**config.mk**
```make
export PLATFORM = sky130hd
export DESIGN_NAME = mac_flow_ctrl
export DESIGN_NICKNAME = d
export VERILOG_FILES = /design/src/rtl/mac_flow_ctrl.sv
export SDC_FILE = /design/constraint.sdc
export NUM_CORES = 1
export LEC_CHECK = 0
export CORE_MARGIN = 2
export CORE_UTILIZATION = 35
export DETAILED_ROUTE_END_ITERATION = 10
export PLACE_DENSITY = 0.7
export SLEW_MARGIN = 40
export SYNTH_ARGS = -nofsm -noshare
export SYNTH_HDL_FRONTEND = slang
export SYNTH_SLANG_ARGS = --single-unit
```
**constraint.sdc**
```tcl
create_clock -name clk -period 4.3 [get_ports clk]
set_input_delay 0.43 -clock clk [delete_from_list [all_inputs] [get_ports clk]]
set_output_delay 0.43 -clock clk [all_outputs]
set_load 0.005 [all_outputs]
```
**src/rtl/mac_flow_ctrl.sv**
```systemverilog
// 802.3x flow-control scheduler: turns RX FIFO watermark crossings into XOFF/XON pause-frame
// requests for the TX MAC and holds off TX data frames while paused.
module mac_flow_ctrl #(
   parameter int unsigned FIFO_ADDR_WIDTH = 11,
   parameter int unsigned HIGH_WATERMARK  = 1536,
   parameter int unsigned LOW_WATERMARK   = 512,
   parameter logic [15:0] PAUSE_QUANTA    = 16'hFFFF,
   parameter int unsigned REFRESH_CYCLES  = 32768
) (
   input  logic                     clk,
   input  logic                     reset_n,
   input  logic                     fc_enable,
   input  logic [FIFO_ADDR_WIDTH:0] rx_fifo_level,
   input  logic                     rx_pause_frame,
   output logic                     pause_req,
   output logic [15:0]              pause_quanta,
   input  logic                     pause_ack,
   output logic                     tx_data_hold,
   output logic                     xoff_active,
   output logic [15:0]              xoff_count
);

   localparam int unsigned LW = FIFO_ADDR_WIDTH + 1;
   localparam int unsigned CW = $clog2(REFRESH_CYCLES);

   localparam logic [LW-1:0] HIGH_LVL     = LW'(HIGH_WATERMARK);
   localparam logic [LW-1:0] LOW_LVL      = LW'(LOW_WATERMARK);
   localparam logic [CW-1:0] REFRESH_LAST = CW'(REFRESH_CYCLES - 1);

   typedef enum logic [1:0] {
      StXonIdle,
      StSendXoff,
      StPaused,
      StSendXon
   } state_t;

   state_t        state_q, state_d;
   logic          pause_req_q, pause_req_d;
   logic [15:0]   pause_quanta_q, pause_quanta_d;
   logic          tx_data_hold_q;
   logic          xoff_active_q, xoff_active_d;
   logic [15:0]   xoff_count_q, xoff_count_d;
   logic [CW-1:0] refresh_cnt_q, refresh_cnt_d;
   logic          rx_pause_q;
   logic          ack_ok;

   // An ack seen while no request is outstanding is stale and must not advance the FSM.
   assign ack_ok = pause_ack & pause_req_q;

   always_comb begin
      state_d        = state_q;
      pause_req_d    = pause_req_q;
      pause_quanta_d = pause_quanta_q;
      xoff_active_d  = xoff_active_q;
      xoff_count_d   = xoff_count_q;
      refresh_cnt_d  = refresh_cnt_q;

      unique case (state_q)
         StXonIdle: begin
            if (fc_enable && (rx_fifo_level >= HIGH_LVL)) begin
               state_d        = StSendXoff;
               pause_req_d    = 1'b1;
               pause_quanta_d = PAUSE_QUANTA;
            end
         end
         StSendXoff: begin
            if (ack_ok) begin
               state_d       = StPaused;
               pause_req_d   = 1'b0;
               xoff_active_d = 1'b1;
               refresh_cnt_d = '0;
               if (xoff_count_q != 16'hFFFF) begin
                  xoff_count_d = xoff_count_q + 16'd1;
               end
            end
         end
         StPaused: begin
            refresh_cnt_d = refresh_cnt_q + 1'b1;
            if (!fc_enable || (rx_fifo_level <= LOW_LVL)) begin
               state_d        = StSendXon;
               pause_req_d    = 1'b1;
               pause_quanta_d = 16'h0000;
            end else if (refresh_cnt_q == REFRESH_LAST) begin
               state_d        = StSendXoff;
               pause_req_d    = 1'b1;
               pause_quanta_d = PAUSE_QUANTA;
            end
         end
         StSendXon: begin
            if (ack_ok) begin
               state_d       = StXonIdle;
               pause_req_d   = 1'b0;
               xoff_active_d = 1'b0;
            end
         end
         default: begin
            state_d     = StXonIdle;
            pause_req_d = 1'b0;
         end
      endcase
   end

   always_ff @(posedge clk) begin
      if (!reset_n) begin
         state_q        <= StXonIdle;
         pause_req_q    <= 1'b0;
         pause_quanta_q <= 16'h0000;
         tx_data_hold_q <= 1'b0;
         xoff_active_q  <= 1'b0;
         xoff_count_q   <= 16'h0000;
         refresh_cnt_q  <= '0;
         rx_pause_q     <= 1'b0;
      end else begin
         state_q        <= state_d;
         pause_req_q    <= pause_req_d;
         pause_quanta_q <= pause_quanta_d;
         tx_data_hold_q <= rx_pause_q | pause_req_d;
         xoff_active_q  <= xoff_active_d;
         xoff_count_q   <= xoff_count_d;
         refresh_cnt_q  <= refresh_cnt_d;
         rx_pause_q     <= rx_pause_frame;
      end
   end

   assign pause_req    = pause_req_q;
   assign pause_quanta = pause_quanta_q;
   assign tx_data_hold = tx_data_hold_q;
   assign xoff_active  = xoff_active_q;
   assign xoff_count   = xoff_count_q;

endmodule

```
==> results by group, run 1 <==
Run status
  – Status: completed

Worst setup path
  – Most used cell, CP: or4_1
  – Critical Path Max Stage Delay: 760 ps
  – Crit path launch: pause_ack
  – Crit-path max FO: 25
  – Top Family by Delay on Critical Path: simple AND/OR/NAND/NOR gates
  – Crit path kind: primary input to flop
  – Worst r2r src: state_q[0]$_SDFFE_PN0P_
  – Crit-path cells: clkdlybuf4s50_1 -> nand4b_4 -> or4_1 -> or4_1 -> a21oi_1
  – Buffers & Inverters on Critical Path: 1
  – CP max stage cell: or4_1
  – Endpoint class of the critical path: flop
  – CP startpoint kind: primary input
  – CP Data Arrival Time: 2810 ps
  – CP Data Required Time: 4510 ps

Timing
  – TNS Setup: 0 ps
  – Tmin final: 2600 ps
  – Worst slew pin tran: 627 ps
  – Min Hold Slack: 475 ps
  – Max transition margin: 57.8%
  – FMAX: 384 MHz
  – Final hold vios: 0
  – Final period utilization: 60.6%
  – RSZ-0062 raised after global routing: no
  – Final WS setup: 1700 ps
  – Slew Viols, Final: 0
  – Layout Skew: 5.02 ps
  – # setup viols final: 0

Logic synthesis
  – Post-synth EDFFs: 0
  – Synth Warn #: 0
  – Syn Nets: 267
  – Async S/R FF share, synth: 0%
  – Synthesis-stage register bit count: 38
  – Sequential element share of the synthesized area: 37.2%
  – Synthesized instance count: 248
  – Ys flop type: dfxtp_1
  – Mapped cell area: 2050 um2
  – Synth cell types: 45
  – Synthesized area per cell: 8.25 um2

GRT
  – First-pass GRT wire length: 8050 um
  – Largest net degree at the start of global routing: 26
  – Gr ovfl total: 0
  – Vias in the first global route: 1731
  – GRT Util Overall: 15.4%
  – Initial antenna violation count: 0

Route
  – Vias: 1963
  – Initial DRT Pass Iterations: 4
  – Detailed Route WL: 4620 um
  – Iteration-0 DRC Markers: 85
  – DRC Markers: 0
  – Antenna Violating Nets Remaining: 0
  – DR WL/cell: 13.1 um
  – Via density: 5.56

Placement
  – Pre-CTS setup slack: 1440 ps
  – Number of port buffers: 51
  – Placer Congestion: 0.760
  – Post-detail-place hpwl: 3300 um

Floorplanning
  – Die Ht: 80.5 um
  – Die ar.: 6480 um2
  – Effective utilization at floorplan: 36.7%
  – # IOs: 52
  – Core area: 5570 um2
  – Die W: 80.5 um
  – Row count: 27

Clock tree
  – Clock-pin slew on the worst setup and hold paths: 70 ps
  – CTS hold repair buffers: 0
  – Worst-Skew Late Latency: 280 ps
  – Clock Sinks: 38
  – Clk buf depth: 2
  – Setup Fix Bufs, Post-CTS: 0
  – Post-CTS Resized: 0
  – CTS tree: yes
  – Htree depth: 2
  – TritonCTS Buffers: 5
  – CTS root buffer: clkbuf_8

Final layout
  – Fillers: 563
  – Commonest cells after routing, fill and taps aside: 51 x clkdlybuf4s50_1, 38 x dfxtp_1, 23 x a21oi_1
  – Most common cell after layout, fill and taps aside: clkdlybuf4s50_1
  – Diodes inserted: 0
  – Area grow syn2layout: 26.2%
  – Layout cell share with drive strength beyond 1: 4.63%
  – Nets: 300
  – Finished Core Util: 46.4%

Run
  – Max-Cap Viols: 0

Min path
  – Hold path start: rx_pause_q$_SDFF_PN0_
  – Worst min-delay path class: flop to flop

Pwr
  – Static Leak: 0.796 nW
  – PwrDens: 258 nW/um2
  – Peak supply drop: 0.182 mV
## state kept, by name (all words and copies together) (netlist names)
register,flops
xoff_count,16
refresh_cnt_q,15
state_q,2
pause_quanta,1
pause_req,1
rx_pause_q,1
tx_data_hold,1
xoff_active,1
## cell usage after synthesis, drive strengths merged, types with 2 or more instances
library cell / instances / area, um2
or3: 2 / 12.5
ha: 2 / 25.0
nor2: 10 / 37.5
buf: 18 / 130
dfxtp: 38 / 761
a31oi: 2 / 12.5
nor4b: 3 / 26.3
o21ai: 9 / 45.0
and2: 3 / 18.8
o31ai: 8 / 60.1
nand2: 21 / 78.8
mux2i: 5 / 50.1
nor3: 9 / 45.0
inv: 7 / 26.3
o21a: 3 / 22.5
nor4: 14 / 87.6
mux2: 2 / 22.5
clkbuf: 9 / 33.8
o311ai: 2 / 17.5
nand3: 12 / 60.1
and4: 2 / 17.5
or4: 11 / 82.6
a21oi: 23 / 115
nand3b: 2 / 15.0
nand2b: 5 / 31.3
o41ai: 2 / 17.5
nand4: 8 / 50.1
## power breakdown
group,total [W],switching [W],internal [W]
clock,0.000228,0.000119,0.000109
combinational,0.0000738,0.0000270,0.0000469
sequential,0.000366,0.00000883,0.000357
## layer usage
layer / track usage (%) / up-vias / part of all wire, %
li1: - / 985 / -
met1: 21.6 / 919 / 49
met2: 24.1 / 57 / 46
met3: 2.70 / 2 / 4.0
met4: 4.07 / 0 / 0.63
met5: 0 / - / 0
## stage by stage
step	power (W)	instance area (um2)	std cells
floorplan	0.000414	2050	248
finish	0.000667	2580	353
global route	0.000694	2580	353
detailed placement	0.000448	2500	346
global placement	0.000447	2500	346
CTS	0.000675	2580	353
## logic make-up (layout without fill, tap and decap cells)
| group | count (synthesis) | in the layout | share of synthesized area [%] |
|---|---|---|---|
| adder cells (fa/ha/maj) | 2 | 2 | 1.22 |
| XOR/XNOR | 1 | 1 | 0.428 |
| multiplexers | 7 | 7 | 3.55 |
| AO/OA/AOI/OAI | 57 | 57 | 17.6 |
| buffers and inverters | 35 | 68 | 9.47 |
| AND/OR/NAND/NOR | 108 | 108 | 30.6 |
| flip-flops | 38 | 38 | 37.2 |
## path summary, 6_finish.rpt
kind	endpoint	slack (ps)	depth (start not counted)
setup reg to reg	xoff_count[13]$_SDFFE_PN0P_	1920	4
hold reg to reg	tx_data_hold$_SDFF_PN0_	480	1
setup / recovery	xoff_count[13]$_SDFFE_PN0P_	1700	5
hold / removal	tx_data_hold$_SDFF_PN0_	480	1
## layout make-up
type	count	area, um2	area share [%]
multi-input combinational	175	1100	42.5
sequential	38	761	29.4
timing repair buffer	53	526	20.3
tap	72	90.1	3.49
clock buffer	5	68.8	2.66
inverter	8	30.0	1.16
clock inverter	2	10.0	0.387
Power figures use the tool's default switching activity.
==> inputs of run 2 (changes only) <==
- PLACE_DENSITY: 0.7 -> 0.73
- clock period: 4.3 -> 2.3 ns (I/O delays scaled with it)
==> run 2 against run 1 <==
Global-route usage increased by 0.083 points. Non-clock buffer count increased by 7. Sequential share of layout area decreased by 0.72 points. Via count increased by 0.25%. Final area increased by 2.5%. Combinational power increased by 90%. Core utilization increased by 1.2 points. Critical path depth unchanged. Cell count increased by 2.3%. Setup slack got worse by 1400 ps. Hold slack got worse by 8.3 ps. Critical path type unchanged. Critical endpoint is now xoff_count[9]$_SDFFE_PN0P_.
==> results by group, run 2 (synthesis results as in run 1) <==
Min path
  – Hold path depth: 1 (unchanged)
  – Hold path start: rx_pause_q$_SDFF_PN0_
  – Hold Crit Endpoint: tx_data_hold$_SDFF_PN0_
  – Worst min-delay path class: flop to flop

Worst setup path
  – CP Data Required Time: 2530 ps (-1980 ps)
  – Crit-path max FO: 7 (-72%)
  – Register-to-register setup slack: 310 ps (-1610 ps)
  – Crit path kind: primary input to flop
  – Worst r2r src: state_q[0]$_SDFFE_PN0P_
  – CP startpoint kind: primary input
  – Top Family by Delay on Critical Path: simple AND/OR/NAND/NOR gates
  – CP Data Arrival Time: 2230 ps (-580 ps)
  – Buffers & Inverters on Critical Path: 1 (unchanged)
  – Crit path launch: pause_ack
  – Most used cell, CP: or4_1
  – Crit-path cells: clkdlybuf4s50_1 -> nand4b_4 -> or4_1 -> or4_1 -> a21oi_1
  – Critical Path Max Stage Delay: 630 ps (-130 ps)
  – RR Endpoint: xoff_count[9]$_SDFFE_PN0P_
  – CP max stage cell: or4_1
  – Endpoint class of the critical path: flop
  – FF-to-FF path depth: 4 (unchanged)

Timing
  – # setup viols final: 0 (unchanged)
  – TNS Setup: 0 ps (unchanged)
  – Layout Skew: 5.54 ps (+0.525 ps)
  – Worst slew pin tran: 820 ps (+194 ps)
  – FMAX: 500 MHz
  – Final period utilization: 87.0%
  – Final hold vios: 0 (unchanged)
  – RSZ-0062 raised after global routing: no
  – Tmin final: 2000 ps
  – Max transition margin: 44.8% (-13 points)
  – Slew Viols, Final: 0 (unchanged)

Final layout
  – Register area: 761 um2 (unchanged)
  – Post-route cell area: 2650 um2 (+2.5%)
  – Layout cell share with drive strength beyond 1: 6.92% (+2.3 points)
  – Max reg flops: 16 (unchanged)
  – Nets: 307 (+2.3%)
  – Diodes inserted: 0 (unchanged)
  – Area of the multi-input gates: 1100 um2 (unchanged)
  – Area grow syn2layout: 29.4%
  – Most common cell after layout, fill and taps aside: clkdlybuf4s50_1
  – Fillers: 535 (-5.0%)
  – Commonest cells after routing, fill and taps aside: 51 x clkdlybuf4s50_1, 38 x dfxtp_1, 23 x a21oi_1

Route
  – Via density: 5.45 (-2.0%)
  – Iteration-0 DRC Markers: 154 (+81%)
  – Vias: 1968 (+0.25%)
  – DR WL met3: 161 um (-14%)
  – Detailed-route wire length on metal 1: 2400 um (+6.3%)
  – Initial DRT Pass Iterations: 4 (unchanged)
  – DRC Markers: 0 (unchanged)
  – DR WL/cell: 13.3 um (+1.9%)
  – Detailed Route WL: 4810 um (+4.2%)
  – Antenna Violating Nets Remaining: 0 (unchanged)
  – Routed wl met2: 2190 um (+2.0%)
  – DR top layer: met4

Clock tree
  – TritonCTS Buffers: 5 (unchanged)
  – Clock Sinks: 38 (unchanged)
  – Htree depth: 2 (unchanged)
  – CTS hold repair buffers: 0 (unchanged)
  – Worst-Skew Late Latency: 290 ps (about the same)
  – Clk buf depth: 2 (unchanged)
  – Post-CTS Resized: 0 (unchanged)
  – Clock-pin slew on the worst setup and hold paths: 70 ps (about the same)
  – CTS root buffer: clkbuf_8
  – CTS tree: yes
  – Setup Fix Bufs, Post-CTS: 0 (unchanged)

Run
  – Max-Cap Viols: 0 (unchanged)

Run status
  – Status: completed

Floorplanning
  – Die W: 80.5 um (unchanged)
  – Die Ht: 80.5 um (unchanged)
  – Die ar.: 6480 um2 (unchanged)
  – Core area: 5570 um2 (unchanged)
  – Effective utilization at floorplan: 36.7% (unchanged)
  – # IOs: 52 (unchanged)
  – Row count: 27 (unchanged)

Placement
  – Post-detail-place hpwl: 3400 um (+3.1%)
  – Placed cell area: 2560 um2 (+2.1%)
  – Placer Congestion: 0.791 (+4.1%)
  – Number of port buffers: 51 (unchanged)

GRT
  – Gr ovfl total: 0 (unchanged)
  – GRT Util Overall: 15.4% (+0.083 points)
  – Vias in the first global route: 1740 (+0.52%)
  – First-pass GRT wire length: 7980 um (-0.86%)
  – Initial antenna violation count: 0 (unchanged)
  – Largest net degree at the start of global routing: 25 (-3.8%)

Pwr
  – Static Leak: 0.832 nW (+4.5%)
  – Peak supply drop: 0.374 mV (+110%)
  – PwrDens: 491 nW/um2 (+90%)
-- run 2: changes by cell type in the layout (fill, tap and decap cells not counted), sizes merged --
cell / before / now
clkbuf: 5 / 7
buf: 2 / 9
clkinv: 3 / 2
-- run 2: per-layer routing --
layer | global-route usage, % | vias to the layer above
met5 | 0 | -
met4 | 5.42 | 0
met3 | 3.03 | 6
met2 | 23.3 | 43
met1 | 21.7 | 918
li1 | - | 1001
-- run 2: power breakdown --
group	total, W	switching, W	internal (W)
registers	0.000683	0.0000164	0.000667
clock network	0.000476	0.000234	0.000242
logic	0.000140	0.0000506	0.0000895
total	0.00130	0.000301	0.000998
-- run 2: worst register-to-register path, cell delays in order (launching register included) --
cell	delay, ps
dfxtp_1	500
nand4b_4	130
or4_1	630
or4_1	510
a21oi_1	140
-- run 2: how the worst max path moves through the flow --
stage                                             end  cells after the start
final                      xoff_count[9]$_SDFFE_PN0P_                      5
after global routing      xoff_count[13]$_SDFFE_PN0P_                      4
after CTS                 xoff_count[11]$_SDFFE_PN0P_                      6
after detailed placement  xoff_count[11]$_SDFFE_PN0P_                      6
after global placement    xoff_count[13]$_SDFFE_PN0P_                      5
after floorplan           xoff_count[13]$_SDFFE_PN0P_                      5
-- run 2: area by class of cell --
cell class / instances / area share, %
clock buffer: 7 / 3.26
clock inverter: 1 / 0.189
inverter: 8 / 1.13
multi-input combinational: 175 / 41.5
sequential: 38 / 28.7
tap: 72 / 3.40
timing repair buffer: 60 / 21.8
-- run 2: through the flow --
stage	instances	total power (W)	worst slack (ps)	util (%)	hold slack [ps]
after floorplan	248	0.000773	430	-	352
after global placement	353	0.000838	48.1	45.9	449
after detailed placement	353	0.000839	0.754	45.9	445
after CTS	361	0.00132	300	47.5	471
after global routing	361	0.00136	174	47.5	486
final	361	0.00130	299	47.5	467
